### src/rtl/instr_fetch_unit_pkg.sv
// ---------------------------------------------------------------------------
// instr_fetch_unit_pkg
// Shared definitions for the instruction fetch unit:
//   - fetch_state_e        : fetch FSM state encoding
//   - IFU_NOP              : instruction presented after reset (addi x0,x0,0)
//   - IFU_DEFAULT_RESET_PC : default first fetch address
//   - ifu_clear_bit0       : JALR target alignment helper
// ---------------------------------------------------------------------------
package instr_fetch_unit_pkg;

  typedef enum logic [2:0] {
    FS_IDLE  = 3'd0,
    FS_REQ   = 3'd1,
    FS_WAIT  = 3'd2,
    FS_VALID = 3'd3,
    FS_ERR   = 3'd4
  } fetch_state_e;

  localparam logic [31:0] IFU_NOP              = 32'h0000_0013;
  localparam logic [31:0] IFU_DEFAULT_RESET_PC = 32'h0000_0000;

  // JALR targets discard bit 0 of rs1+imm.
  function automatic logic [31:0] ifu_clear_bit0(input logic [31:0] addr);
    return addr & 32'hFFFF_FFFE;
  endfunction

endpackage

### src/rtl/instr_fetch_unit_next_pc_gen.sv
// ---------------------------------------------------------------------------
// next_pc_gen
// Combinational next-PC selection for the fetch unit.
// Ports:
//   pc         in  32  PC of the instruction being consumed
//   imm_ext    in  32  sign-extended immediate (branch / JAL offset)
//   alu_result in  32  rs1+imm (JALR target before alignment)
//   bbranch    in  1   conditional branch
//   jbranch    in  1   JAL
//   jibranch   in  1   JALR (highest priority)
//   btaken     in  1   branch comparison true
//   next_pc    out 32  selected next PC (wraps modulo 2^32)
//   misaligned out 1   next_pc is not 4-byte aligned (bit 1 set)
// ---------------------------------------------------------------------------
module next_pc_gen
  import instr_fetch_unit_pkg::*;
(
  input  logic [31:0] pc,
  input  logic [31:0] imm_ext,
  input  logic [31:0] alu_result,
  input  logic        bbranch,
  input  logic        jbranch,
  input  logic        jibranch,
  input  logic        btaken,
  output logic [31:0] next_pc,
  output logic        misaligned
);

  // Priority select: JALR, then JAL / taken branch, then sequential.
  always_comb begin
    next_pc = pc + 32'd4;
    if (jibranch) begin
      next_pc = ifu_clear_bit0(alu_result);
    end else if (jbranch || (bbranch && btaken)) begin
      next_pc = pc + imm_ext;
    end else begin
      next_pc = pc + 32'd4;
    end
  end

  // Bit 0 is always clear here for JALR; bit 1 flags a half-word target.
  assign misaligned = next_pc[1];

endmodule

### src/rtl/instr_fetch_unit.sv
// ---------------------------------------------------------------------------
// instr_fetch_unit
// Multi-cycle instruction fetch: request a word, wait for the response,
// hold it for the decoder until consumed, then advance the PC.
// Ports:
//   clk, reset                       clock, async active-high reset
//   imem_req/imem_addr               fetch strobe and byte address (= PC)
//   imem_rdata/imem_rvalid           instruction memory response
//   instr_code/instr_valid           held instruction for the decoder
//   decode_ready                     decoder consumes instr_code this cycle
//   Bbranch/Jbranch/JIbranch/btaken  branch controls (sampled on consume)
//   imm_ext/alu_result               branch / JALR target operands
//   pc_out/pc_plus4                  PC of instr_code and its link value
//   retired_cnt                      consumed-instruction count (wraps)
//   fetch_err                        sticky misaligned-target fault
// ---------------------------------------------------------------------------
module instr_fetch_unit
  import instr_fetch_unit_pkg::*;
#(
  parameter logic [31:0] RESET_PC = IFU_DEFAULT_RESET_PC
) (
  input  logic        clk,
  input  logic        reset,
  output logic        imem_req,
  output logic [31:0] imem_addr,
  input  logic [31:0] imem_rdata,
  input  logic        imem_rvalid,
  output logic [31:0] instr_code,
  output logic        instr_valid,
  input  logic        decode_ready,
  input  logic        Bbranch,
  input  logic        Jbranch,
  input  logic        JIbranch,
  input  logic        btaken,
  input  logic [31:0] imm_ext,
  input  logic [31:0] alu_result,
  output logic [31:0] pc_out,
  output logic [31:0] pc_plus4,
  output logic [31:0] retired_cnt,
  output logic        fetch_err
);

  fetch_state_e state_q, state_d;
  logic [31:0]  pc_q, pc_d;
  logic [31:0]  instr_code_q, instr_code_d;
  logic [31:0]  retired_cnt_q, retired_cnt_d;
  logic         imem_req_q, imem_req_d;
  logic         instr_valid_q, instr_valid_d;
  logic         fetch_err_q, fetch_err_d;
  logic [31:0]  next_pc_s;
  logic         misaligned_s;

  next_pc_gen u_next_pc_gen (
    .pc         (pc_q),
    .imm_ext    (imm_ext),
    .alu_result (alu_result),
    .bbranch    (Bbranch),
    .jbranch    (Jbranch),
    .jibranch   (JIbranch),
    .btaken     (btaken),
    .next_pc    (next_pc_s),
    .misaligned (misaligned_s)
  );

  // Fetch FSM next-state and datapath updates.
  always_comb begin
    state_d       = state_q;
    pc_d          = pc_q;
    instr_code_d  = instr_code_q;
    retired_cnt_d = retired_cnt_q;
    case (state_q)
      FS_IDLE: state_d = FS_REQ;
      // Any response seen while requesting is ignored: only WAIT captures.
      FS_REQ:  state_d = FS_WAIT;
      FS_WAIT: begin
        if (imem_rvalid) begin
          instr_code_d = imem_rdata;
          state_d      = FS_VALID;
        end else begin
          state_d = FS_WAIT;
        end
      end
      FS_VALID: begin
        if (decode_ready) begin
          // The consumed instruction retires even if its target faults.
          retired_cnt_d = retired_cnt_q + 32'd1;
          if (misaligned_s) begin
            state_d = FS_ERR;
          end else begin
            pc_d    = next_pc_s;
            state_d = FS_REQ;
          end
        end else begin
          state_d = FS_VALID;
        end
      end
      FS_ERR:  state_d = FS_ERR;
      default: state_d = FS_IDLE;
    endcase
    // Strobes are registered so they line up with the state they describe.
    imem_req_d    = (state_d == FS_REQ);
    instr_valid_d = (state_d == FS_VALID);
    fetch_err_d   = (state_d == FS_ERR);
  end

  // State and output registers with asynchronous reset.
  always_ff @(posedge clk or posedge reset) begin
    if (reset) begin
      state_q       <= FS_IDLE;
      pc_q          <= RESET_PC;
      instr_code_q  <= IFU_NOP;
      retired_cnt_q <= 32'd0;
      imem_req_q    <= 1'b0;
      instr_valid_q <= 1'b0;
      fetch_err_q   <= 1'b0;
    end else begin
      state_q       <= state_d;
      pc_q          <= pc_d;
      instr_code_q  <= instr_code_d;
      retired_cnt_q <= retired_cnt_d;
      imem_req_q    <= imem_req_d;
      instr_valid_q <= instr_valid_d;
      fetch_err_q   <= fetch_err_d;
    end
  end

  assign imem_req    = imem_req_q;
  assign imem_addr   = pc_q;
  assign instr_code  = instr_code_q;
  assign instr_valid = instr_valid_q;
  assign pc_out      = pc_q;
  assign pc_plus4    = pc_q + 32'd4;
  assign retired_cnt = retired_cnt_q;
  assign fetch_err   = fetch_err_q;

endmodule

### config.mk
export PLATFORM = sky130hd
export DESIGN_NAME = instr_fetch_unit
export DESIGN_NICKNAME = d
export VERILOG_FILES = /design/src/rtl/instr_fetch_unit_pkg.sv /design/src/rtl/instr_fetch_unit_next_pc_gen.sv /design/src/rtl/instr_fetch_unit.sv
export SDC_FILE = /design/constraint.sdc
export NUM_CORES = 1
export LEC_CHECK = 0
export ABC_CLOCK_PERIOD_IN_PS = 3100
export BUFFER_PORTS_ARGS = -buffer_cell sky130_fd_sc_hd__buf_2
export CAP_MARGIN = 20
export CORE_AREA = 4 4 173 175
export DETAILED_ROUTE_END_ITERATION = 6
export DIE_AREA = 0 0 177 179
export REMOVE_ABC_BUFFERS = 1
export SYNTH_ARGS = -nofsm -noshare
export SYNTH_HDL_FRONTEND = slang
export SYNTH_SLANG_ARGS = --single-unit
### constraint.sdc
create_clock -name clk -period 3.1 [get_ports clk]
set_clock_uncertainty 0.15 [all_clocks]
set_input_delay 0.31 -clock clk [delete_from_list [all_inputs] [get_ports clk]]
set_output_delay 0.31 -clock clk [all_outputs]
set_load 0.1 [all_outputs]
Word-level counts from Yosys, hierarchy flattened
Index checks and enable logic that the tools add are counted.
{ "totals": {"memories": 0, "latchBits": 0, "romBits": 0, "output_inout_bits": 163, "mem_bits_rw": 0, "ff_bits": 101, "wordCells": 30} }
{ "classes": {"eq_ne": 7, "mul": 0, "n_lt_le_gt_ge": 0, "addsub": 3, "n_reduce_logical": 6, "n_bitwise": 1, "mux": 6, "shifts": 0, "n_div": 0} }
{ "ops": {"columns": ["op", "count"], "rows": [
  ["$mux 32", 2],
  ["$add 32x1->32 const B", 1],
  ["$add 32x3->32 const B", 1],
  ["$add 32x32->32", 1],
  ["$pmux 3 s5", 1],
  ["$eq 3x2->1 const B", 3],
  ["$eq 3x1->1 const B", 2],
  ["$eq 3x3->1 const B", 2],
  ["$mux 3", 2],
  ["$reduce_and 2->1", 2],
  ["$logic_not 3->1", 1],
  ["$reduce_and 3->1", 1],
  ["$logic_and 1x1->1", 1],
  ["$logic_or 1x1->1", 1],
  ["$mux 1", 1],
  ["$not 1->1", 1]
]} }

Longest topological paths before layout
Gate-level depths: netlist (run 1).
{ "depth": {"word_depth": 8, "mapped_depth": 11} }

Cells and area by module
From an unflattened synthesis (run 1), not the netlist that was laid out.
{ "unflattened": {"cells_unflattened": 826, "hier_area_um2": 7713.6} }
{ "by_module_without_submodules": {"columns": ["module", "cells_per_inst", "instances", "area_per_inst_um2", "seq_area_each_um2"], "rows": [
  ["instr_fetch_unit", 406, 1, 4904.7, 2556.2],
  ["next_pc_gen", 420, 1, 2808.9, 0.0]
]} }

Worst setup path after synthesis (run 1)
OpenSTA, ideal clock, no wires.
{ "synth_path": {"kind": "reg-to-reg", "startpoint": "register pc_q[5], in the netlist imem_addr[5]", "endpoint": "register pc_q[25], in the netlist imem_addr[25]", "t_required_ns": 2.863, "stages_incl_launch_ff": 8, "setup_time_ns": 0.087, "setup_slack_ns": -1.387, "t_arrival_ns": 4.250, "period_less_slack_ns": 4.487, "path_cell_list": "dfrtp_1 > nand4_2 > nor4_4 > and2_1 > nand4_1 > xnor2_1 > a221oi_1 > o22ai_1"} }
{ "synth_between": {"elab_chain_len": 3} }
{ "synth_lines": {"columns": ["item", "line", "rtl"], "rows": [
  ["from (decl)", "instr_fetch_unit.sv:44", "logic [31:0] pc_q, pc_d;"],
  ["from (signal assigned)", "instr_fetch_unit.sv:118", "pc_q <= pc_d;"],
  ["$add 32x3->32", null, null],
  ["net pc_plus4[25]", "instr_fetch_unit.sv:38", "output logic [31:0] pc_plus4,"],
  ["$mux 32", "instr_fetch_unit_next_pc_gen.sv:34", "end else if (jbranch || (bbranch && btaken)) begin"],
  ["$mux 32", "instr_fetch_unit_next_pc_gen.sv:32", "if (jibranch) begin"]
]} }
The timed path passes the listed nets, and every way through them passes these cells.
A chain may end at the register's enable or synchronous reset.

Worst setup path after layout (run 1)
{ "layout_path": {"startpoint": "register pc_q[2], in the netlist imem_addr[2]", "endpoint": "output pc_plus4[21]"} }
{ "layout_between": {"elab_chain_len": 1} }
{ "layout_lines": {"columns": ["item", "line", "rtl"], "rows": [
  ["$add 32x3->32", "instr_fetch_unit.sv:132", "assign pc_plus4 = pc_q + 32'd4;"],
  ["to (decl)", "instr_fetch_unit.sv:38", null]
]} }
Every way passes these cells.

==> results.cfg, run 1 <==
[sta]
setup_viol = 0
holdWs_ns = 0.04208
finalHoldViolCount = 0
fin_crit_sh = 0.9654
max_freq_mhz = 334.2
slew_viol_final = 0
relSlewSlack = 0.5263
min_period_ns = 2.993
worstMarginPinSlew_ns = 0.7079
setup_tns_ns = 0
rsz0062_at_grt = true

[die]
row_count = 62
initial_core_util = 0.2468
die_w_um = 177
die_area_um2 = 31680
core-area_um2 = 28470
boundaryPins = 267
dieHeight_um = 179

[logic_synthesis]
synthAdderAreaFrac = 0.05877
synth.top_cells.by_area = dfrtp_1 35%, xnor2_1 6.7%, ha_1 5.9%
synth.avg_cell_area_um2 = 8.973
synth_top_area_share = 0.3491
yosys_warnings = 0
synth_top_family_by_area = simple AND/OR/NAND/NOR gates
synth_cells = 783
ys_top_cells_by_count = 98 x dfrtp_1, 80 x nand2_1, 54 x nor2_1, 54 x xnor2_1, 51 x a21oi_1
synth_xor_area_frac = 0.1047
synth_compound_area_frac = 0.1760
synthArstFlopShare = 1.000
yosysMostFrequentCell = dfrtp_1
synthSimpleGateAreaFrac = 0.1817
synth_mux_area_frac = 0.05450
synth_seq_area_share = 0.3603
ys.flop_type = dfrtp_1
synth.largest_area_cell = dfrtp_1
netlist_area_um2 = 7025
yosysUniqueCellTypes = 67
synth_edf_count = 0
yosys_register_bits = 101

[critical_path]
cp-endpoint = pc_plus4[21]
path_class = flip-flop to output pin
r2r-end = imem_addr[17]
cp.arrival_ns = 2.53
regToRegSetupSlack_ns = 0.12
cpMostUsedCell = buf_4
path_cells = buf_4 -> nand2_1 -> nor4_4 -> buf_4 -> and2_1 -> nand4_1 -> xnor2_1 -> buf_12
required_ns = 2.64
crit_slowest_cell = dfrtp_1
path_max_fanout = 9
crit_start = imem_addr[2]
cp-end-kind = output pin
rr_worst_depth = 10
max_stage_delay_ns = 0.39
cp-start-kind = flip-flop
r2r-start = imem_addr[4]

[placed_design]
place_hpwl_mm = 19.37
gp_congestion = 0.8689
io_buffers = 262
placedInstanceArea_um2 = 9128

[global_routing]
grt_pass1_wl_mm = 37.17
met2_usage = 0.2538
top_usage_layer = met2
grt_use_met1 = 0.1938
grt_usage = 0.1494
grt_max_degree = 46
grt_pass1_vias = 6718
grt.met3_usage = 0.02889
grt_overflow = 0
antenna_found_initial = 0

[clock_network]
clkLatencyLatePin_ns = 0.36
cts_sinks = 101
htreeDepth = 3
clkTransAtPathRegs_ns = 0.08
cts_buffers = 9
clock_path_buffers = 2
root_buffer = clkbuf_16
cts_tree = done

[cells_and_area]
nets = 1182
antenna_cells = 0
fin_util = 0.3351
area_delta_synth_final_pct = 35.78
fill_cells = 2939
design_area_um2 = 9539
drive_gt1_frac = 0.3810

[route]
drc_errors = 0
wirelength_mm = 24.57
ant_nets = 0
drt_iter0_markers = 430
post_drt_wl_per_cell_um = 17.13
vias_per_cell = 4.859
routed-via-count = 6968
first_pass_iters = 5

[worst_hold_path]
hold_class = input pin to flip-flop

[status]
status = complete, no violations

[job]
cap_violations = 0
==> final cells by class <==
cell class | count | area [µm²] | share of cell area
inverter | 15 | 58.81 | 0.006165
tap | 384 | 480.5 | 0.05037
clock buffer | 10 | 229.0 | 0.02400
sequential | 101 | 2539 | 0.2661
multi-input combinational | 602 | 4114 | 0.4313
timing repair buffer | 316 | 2024 | 0.2122
clock inverter | 6 | 93.84 | 0.009837
==> how the worst min path moves through the flow <==
| stage | start | end | slack, ns | depth (start not counted) |
|---|---|---|---|---|
| after floorplan | JIbranch | imem_addr[0] | 0.27 | 1 |
| after global placement | reset | instr_code[28] | 0.26 | 2 |
| after detailed placement | reset | instr_code[8] | 0.26 | 2 |
| after CTS | imem_rdata[26] | instr_code[26] | 0.02 | 2 |
| after global routing | imem_rdata[31] | instr_code[31] | 0.03 | 2 |
| final | imem_rdata[26] | instr_code[26] | 0.04 | 2 |
==> repair_timing <==
action                                  in CTS  in global routing
endpoints found under the setup margin      16                 13
resized for setup                            0                 15
pin swaps                                    2                  1
endpoints found under the hold margin       40                  0
hold buffers                                 1                  0
buffers inserted                             3                  0
gates cloned                                 0                  0
==> per-stage QoR <==
step | setup slack [ns] | std cells
2_1_floorplan | -2.153 | 718
3_3_place_gp | 0.1721 | 1414
3_5_place_dp | 0.1490 | 1414
4_1_cts | 0.02796 | 1434
5_1_grt | -0.02359 | 1434
6_report | 0.1074 | 1434
==> layer usage <==
layer  wire, µm  share of wire  vias to the layer above
met5          0              0                        -
met4        508          0.021                        0
met3       1704          0.069                       35
met2      11700           0.48                      285
met1      10650           0.43                     3326
li1           -              -                     3322
==> sequential cells by signal (all words and copies together) (netlist names) <==
register,count
instr_valid,1
state_q,3
retired_cnt,32
instr_code,32
imem_req,1
fetch_err,1
imem_addr,31
==> placed cells by master (no fill, tap or decap), drive strengths merged, types with 4 or more instances in the layout <==
cell    Yosys  layout
nand4      17      17
dfrtp      98      98
o21a        5       5
a21oi      53      53
or3         6       6
o211ai      8       8
xnor2      54      54
mux2       34      34
o31ai       5       5
nand2      80      80
nor3       16      16
xor2       30      30
o221ai      4       4
o22ai      10      10
o21bai      6       6
and3       23      23
clkbuf     29      11
a21o        6       6
buf        38     314
a211oi     11      11
o21ai      51      51
ha         33      33
inv        15      18
nor2       57      57
a31oi       8       8
nand3      36      36
nor4        4       4
and4        7       7
==> critical path, delay by kind of cell (launching register included) <==
kind | cells | cell delay (ns)
and+or+nand+nor | 4 | 0.81
DFF | 1 | 0.39
buffers and inverters | 3 | 0.62
xor gates and xnor gates | 1 | 0.36
==> kinds of logic (layout without fill, tap and decap cells) <==
family | Yosys count | after routing
flip-flops | 101 | 101
multiplexers | 34 | 34
other | 1 | 3
XOR/XNOR | 84 | 84
AND/OR/NAND/NOR | 257 | 257
AO/OA/AOI/OAI | 191 | 191
adder cells (fa/ha/maj) | 33 | 33
buffers and inverters | 82 | 347
Power of run 1 is left out: the tool's default activity adds up to more than one toggle a clock period on the data nets, which glitch-free logic cannot reach.
==> run 2, diff against run 1 <==
--- a/config.mk
+++ b/config.mk
@@ -8,10 +8,11 @@
 export ABC_CLOCK_PERIOD_IN_PS = 3100
 export BUFFER_PORTS_ARGS = -buffer_cell sky130_fd_sc_hd__buf_2
 export CAP_MARGIN = 20
-export CORE_AREA = 4 4 173 175
+export CORE_AREA = 4 4 181 183
 export DETAILED_ROUTE_END_ITERATION = 6
-export DIE_AREA = 0 0 177 179
+export DIE_AREA = 0 0 185 187
 export REMOVE_ABC_BUFFERS = 1
 export SYNTH_ARGS = -nofsm -noshare
 export SYNTH_HDL_FRONTEND = slang
+export SYNTH_HIERARCHICAL = 1
 export SYNTH_SLANG_ARGS = --single-unit
==> results.cfg, run 2 <==
[critical_path]
required_ns = 3.20
r2r-end = imem_addr[30]
r2r-start = imem_addr[0]
cp-start-kind = flip-flop
cp.arrival_ns = 3.21
cp-end-kind = flip-flop
path_max_fanout = 2
path_class = flip-flop to flip-flop
regToRegSetupSlack_ns = -0.01
rr_worst_depth = 13

[logic_synthesis]
synth.top_cells.by_area = dfrtp_1 32%, mux2_2 9.5%, xnor2_1 7.4%
ys.flop_type = dfrtp_1
synth.avg_cell_area_um2 = 9.339
synth_top_area_share = 0.3212
yosysMostFrequentCell = dfrtp_1
yosys_warnings = 6
ys_top_cells_by_count = 99 x dfrtp_1, 74 x nand2_1, 65 x mux2_2, 65 x xnor2_1, 55 x nor2_1
synth_edf_count = 0
netlist_area_um2 = 7714
synth.largest_area_cell = dfrtp_1
yosys_register_bits = 102
synth_seq_area_share = 0.3314
synthArstFlopShare = 1.000
synth_cells = 826
yosysUniqueCellTypes = 73

[cells_and_area]
area_delta_synth_final_pct = 37.13
mostFrequentLayoutCells = 247 x buf_2, 98 x dfrtp_1, 84 x buf_4, 74 x nand2_1
final_cell_count_no_fill = 1535
nets = 1261
drive_gt1_frac = 0.4357
final_common_cell = buf_2
fin_util = 0.3387

[clock_network]
clock_path_buffers = 2
cts_sinks = 102
root_buffer = clkbuf_16
clkLatencyLatePin_ns = 0.36
htreeDepth = 3
cts_tree = done
cts_buffers = 9
clkTransAtPathRegs_ns = 0.09

[sta]
rsz0062_at_grt = true
max_freq_mhz = 321.4
setup_viol = 1
slew_viol_final = 0
relSlewSlack = 0.4321
finalHoldViolCount = 31
setup_tns_ns = -0.01162
setup_slack_ns = -0.01162
holdWs_ns = -0.04674
fin_crit_sh = 1.004
min_period_ns = 3.112
worstMarginPinSlew_ns = 0.8519

[placed_design]
io_buffers = 265
gp_congestion = 0.8288
placed_cells = 1505
place_hpwl_mm = 20.41

[route]
routed-via-count = 7326
first_pass_iters = 5
wirelength_mm = 26.21
drt_iter0_markers = 408
vias_per_cell = 4.773
ant_nets = 0
drc_errors = 0
post_drt_wl_per_cell_um = 17.07

[status]
status = finished, violations left
violations = negative hold slack, negative setup slack

[die]
die_w_um = 185
core-area_um2 = 31230
die_area_um2 = 34600
boundaryPins = 267
dieHeight_um = 187
initial_core_util = 0.2470
row_count = 65

[job]
cap_violations = 0

[global_routing]
antenna_found_initial = 11
grt_pass1_wl_mm = 40.32
grt_pass1_vias = 7229
grt_max_degree = 62
grt_usage = 0.1462
grt_overflow = 0

[worst_hold_path]
hold_class = input pin to async pin
[run 2: cell types whose count changed in the layout (fill, tap and decap cells not counted), sizes merged, moves of 8 or more]
| cell | previous run | this run |
|---|---|---|
| xnor2 | 54 | 65 |
| xor2 | 30 | 46 |
| buf | 314 | 350 |
| o22ai | 10 | 2 |
| o21ai | 51 | 41 |
| inv | 18 | 26 |
| mux2 | 34 | 65 |
[run 2: area by class of cell]
cell class | count | area (µm²)
clock buffer | 9 | 225.2
multi-input combinational | 635 | 4846
timing repair buffer | 350 | 2247
sequential | 102 | 2557
tap | 402 | 503.0
inverter | 24 | 92.59
fill | 3310 | 20650
clock inverter | 7 | 91.34
antenna | 6 | 15.01
[run 2: metal layers]
metal | GRT usage | vias up | part of all wire
met5 | 0 | - | 0.0026
met3 | 0.03753 | 38 | 0.064
li1 | - | 3511 | -
met1 | 0.1881 | 3516 | 0.44
met2 | 0.2423 | 251 | 0.47
met4 | 0.04094 | 10 | 0.024
[run 2: cells by family after synthesis]
group	share of synthesized area
simple gates	0.1841
compound gates	0.1382
xor+xnor	0.1260
flops	0.3314
buf+inv	0.06245
mux	0.1001
fa+ha+maj	0.05775
[run 2: through the flow]
stage	setup WS, ns	instance area [µm²]	hold slack, ns
floorplan	-2.367	7322	0.3117
global route	-0.1449	10570	0.01010
finish	-0.01162	10580	-0.04674
global placement	-0.1477	10030	0.3086
CTS	0.0005489	10370	0.003598
detailed placement	-0.1697	10030	0.3054
[run 2: timing repair]
| action | in CTS | in global routing |
|---|---|---|
| setup buffers | 1 | 7 |
| hold endpoints to repair | 0 | 0 |
| pin swaps | 3 | 23 |
| setup endpoints to repair | 5 | 14 |
| gates resized for setup | 4 | 27 |
| hold buffers | 0 | 0 |
[run 2: worst max path at each step]
stage                               end  slack (ns)         start  cells past startpoint
after floorplan            imem_addr[1]       -2.37  imem_addr[0]                      6
after global placement    imem_addr[30]       -0.15    imm_ext[0]                     14
after detailed placement  imem_addr[30]       -0.17    imm_ext[0]                     14
after CTS                 imem_addr[31]      0.0005  imem_addr[1]                     13
after global routing      imem_addr[20]       -0.14  imem_addr[0]                     13
final                     imem_addr[30]       -0.01  imem_addr[0]                     13
[run 2: critical path, stage by stage, from the launching register on]
cell	delay, ns
dfrtp_1	0.42
ha_4	0.18
fa_2	0.41
a21oi_2	0.20
o22ai_2	0.12
a21oi_2	0.22
buf_4	0.15
a22oi_2	0.08
a41oi_2	0.23
nand2_1	0.10
nor3b_2	0.19
o31ai_2	0.08
a22o_1	0.22
mux2_4	0.25
Power of run 2 is left out for the same reason.
==> run 3, diff against run 2 <==
--- a/config.mk
+++ b/config.mk
@@ -11,6 +11,7 @@
 export CORE_AREA = 4 4 181 183
 export DETAILED_ROUTE_END_ITERATION = 6
 export DIE_AREA = 0 0 185 187
+export PLACE_DENSITY_LB_ADDON = 0.08
 export REMOVE_ABC_BUFFERS = 1
 export SYNTH_ARGS = -nofsm -noshare
 export SYNTH_HDL_FRONTEND = slang
==> results.cfg, run 3 (synthesis results as in run 2) <==
[critical_path]
r2r-start = imem_addr[0]
cp.arrival_ns = 3.08
required_ns = 3.19
regToRegSetupSlack_ns = 0.10
path_cells = ha_4 -> fa_2 -> a21oi_4 -> o22ai_4 -> a21oi_2 -> buf_6 -> a22oi_2 -> a41oi_2 -> nand2_2 -> nor3b_2 -> o31ai_2 -> a22o_1 -> mux2_4
crit_slowest_cell = dfrtp_1
path_class = flip-flop to flip-flop
max_stage_delay_ns = 0.41
r2r-end = imem_addr[30]
path_max_fanout = 6
cp-end-kind = flip-flop
rr_worst_depth = 13
cp-start-kind = flip-flop

[sta]
slew_viol_final = 0
worstMarginPinSlew_ns = 0.8462
rsz0062_at_grt = true
setup_slack_ns = 0.1021
fin_crit_sh = 0.9671
setup_viol = 0
max_freq_mhz = 333.6
finalHoldViolCount = 0
relSlewSlack = 0.4359
setup_tns_ns = 0
min_period_ns = 2.998

[cells_and_area]
mostFrequentLayoutCells = 247 x buf_2, 99 x dfrtp_1, 89 x buf_4, 72 x nand2_1, 65 x xnor2_1
multi_input_area_um2 = 4885
final_cell_count_no_fill = 1537
nets = 1268
area_delta_synth_final_pct = 38.00
fin_util = 0.3409
final_common_cell = buf_2
drive_gt1_frac = 0.4383
fill_cells = 3344
seqCellArea_um2 = 2556

[placed_design]
placed_cells = 1515
place_hpwl_mm = 21.46
gp_congestion = 0.7707
pre_cts_slack_ns = -0.1271
io_buffers = 265

[route]
post_drt_wl_per_cell_um = 17.89
drt_iter0_markers = 290
routed-via-count = 7178
vias_per_cell = 4.670
drc_errors = 0
wirelength_mm = 27.49
ant_nets = 0
first_pass_iters = 5

[clock_network]
clkTransAtPathRegs_ns = 0.09
clkLatencyLatePin_ns = 0.36
clock_path_buffers = 2
htreeDepth = 3
cts_tree = done
root_buffer = clkbuf_16
cts_buffers = 9
cts_sinks = 102

[global_routing]
grt_pass1_vias = 7184
antenna_found_initial = 6
grt_pass1_wl_mm = 42.39
grt_overflow = 0
grt_usage = 0.1539
grt_max_degree = 38

[worst_hold_path]
hold_class = input pin to flip-flop
min_path_cells = 2
holdPathEnd = instr_code[31]
worstHoldStart = imem_rdata[31]

[die]
dieHeight_um = 187
die_w_um = 185
initial_core_util = 0.2470
boundaryPins = 267
core-area_um2 = 31230
row_count = 65
die_area_um2 = 34600

[job]
cap_violations = 0

[status]
status = complete, no violations
## run 3: area by class of cell
type                    count  area share
repair buffers            357      0.2166
clock inverters             7    0.007052
diodes                      1   0.0002351
clock buffers               9     0.02116
inverters                  24    0.008698
multi-input cells         635      0.4589
flip-flops and latches    102      0.2401
well taps                 402     0.04725
## run 3: repair_timing
| item | CTS | global route |
|---|---|---|
| hold buffers | 1 | 0 |
| setup endpoints to repair | 4 | 13 |
| gates resized for setup | 5 | 30 |
| hold endpoints to repair | 34 | 0 |
| pin swaps | 0 | 12 |
| buffers inserted | 0 | 4 |
## run 3: worst max path at each step
stage               cells past startpoint            end          start  slack [ns]
global route                           13  imem_addr[30]   imem_addr[0]       -0.07
floorplan                               6   imem_addr[1]   imem_addr[0]       -2.37
CTS                                    12  imem_addr[30]  imem_addr[17]       0.009
detailed placement                     14  imem_addr[30]     imm_ext[0]       -0.13
finish                                 13  imem_addr[30]   imem_addr[0]        0.10
global placement                       14  imem_addr[30]     imm_ext[0]        -0.1
## run 3: critical path, delay by kind of cell, from the launching register on
family / cells / cell delay, ns
buf+inv: 1 / 0.14
simple gates: 2 / 0.29
fa+ha+maj: 2 / 0.59
mux: 1 / 0.25
compound gates: 7 / 1.05
flops: 1 / 0.41
## run 3: metrics by stage
stage               hold WS [ns]  cell area [µm²]
floorplan                 0.3117             7322
global placement          0.2644            10100
detailed placement        0.2639            10100
CTS                     0.006365            10430
global route            0.008439            10640
finish                   0.02337            10650
## run 3: routing by layer
layer / track usage / up-vias / part of all wire
li1: - / 3533 / -
met1: 0.2191 / 3401 / 0.47
met2: 0.2394 / 208 / 0.45
met3: 0.03423 / 26 / 0.062
met4: 0.03331 / 10 / 0.014
met5: 0 / - / 0.0020
Power of run 3 is left out for the same reason.
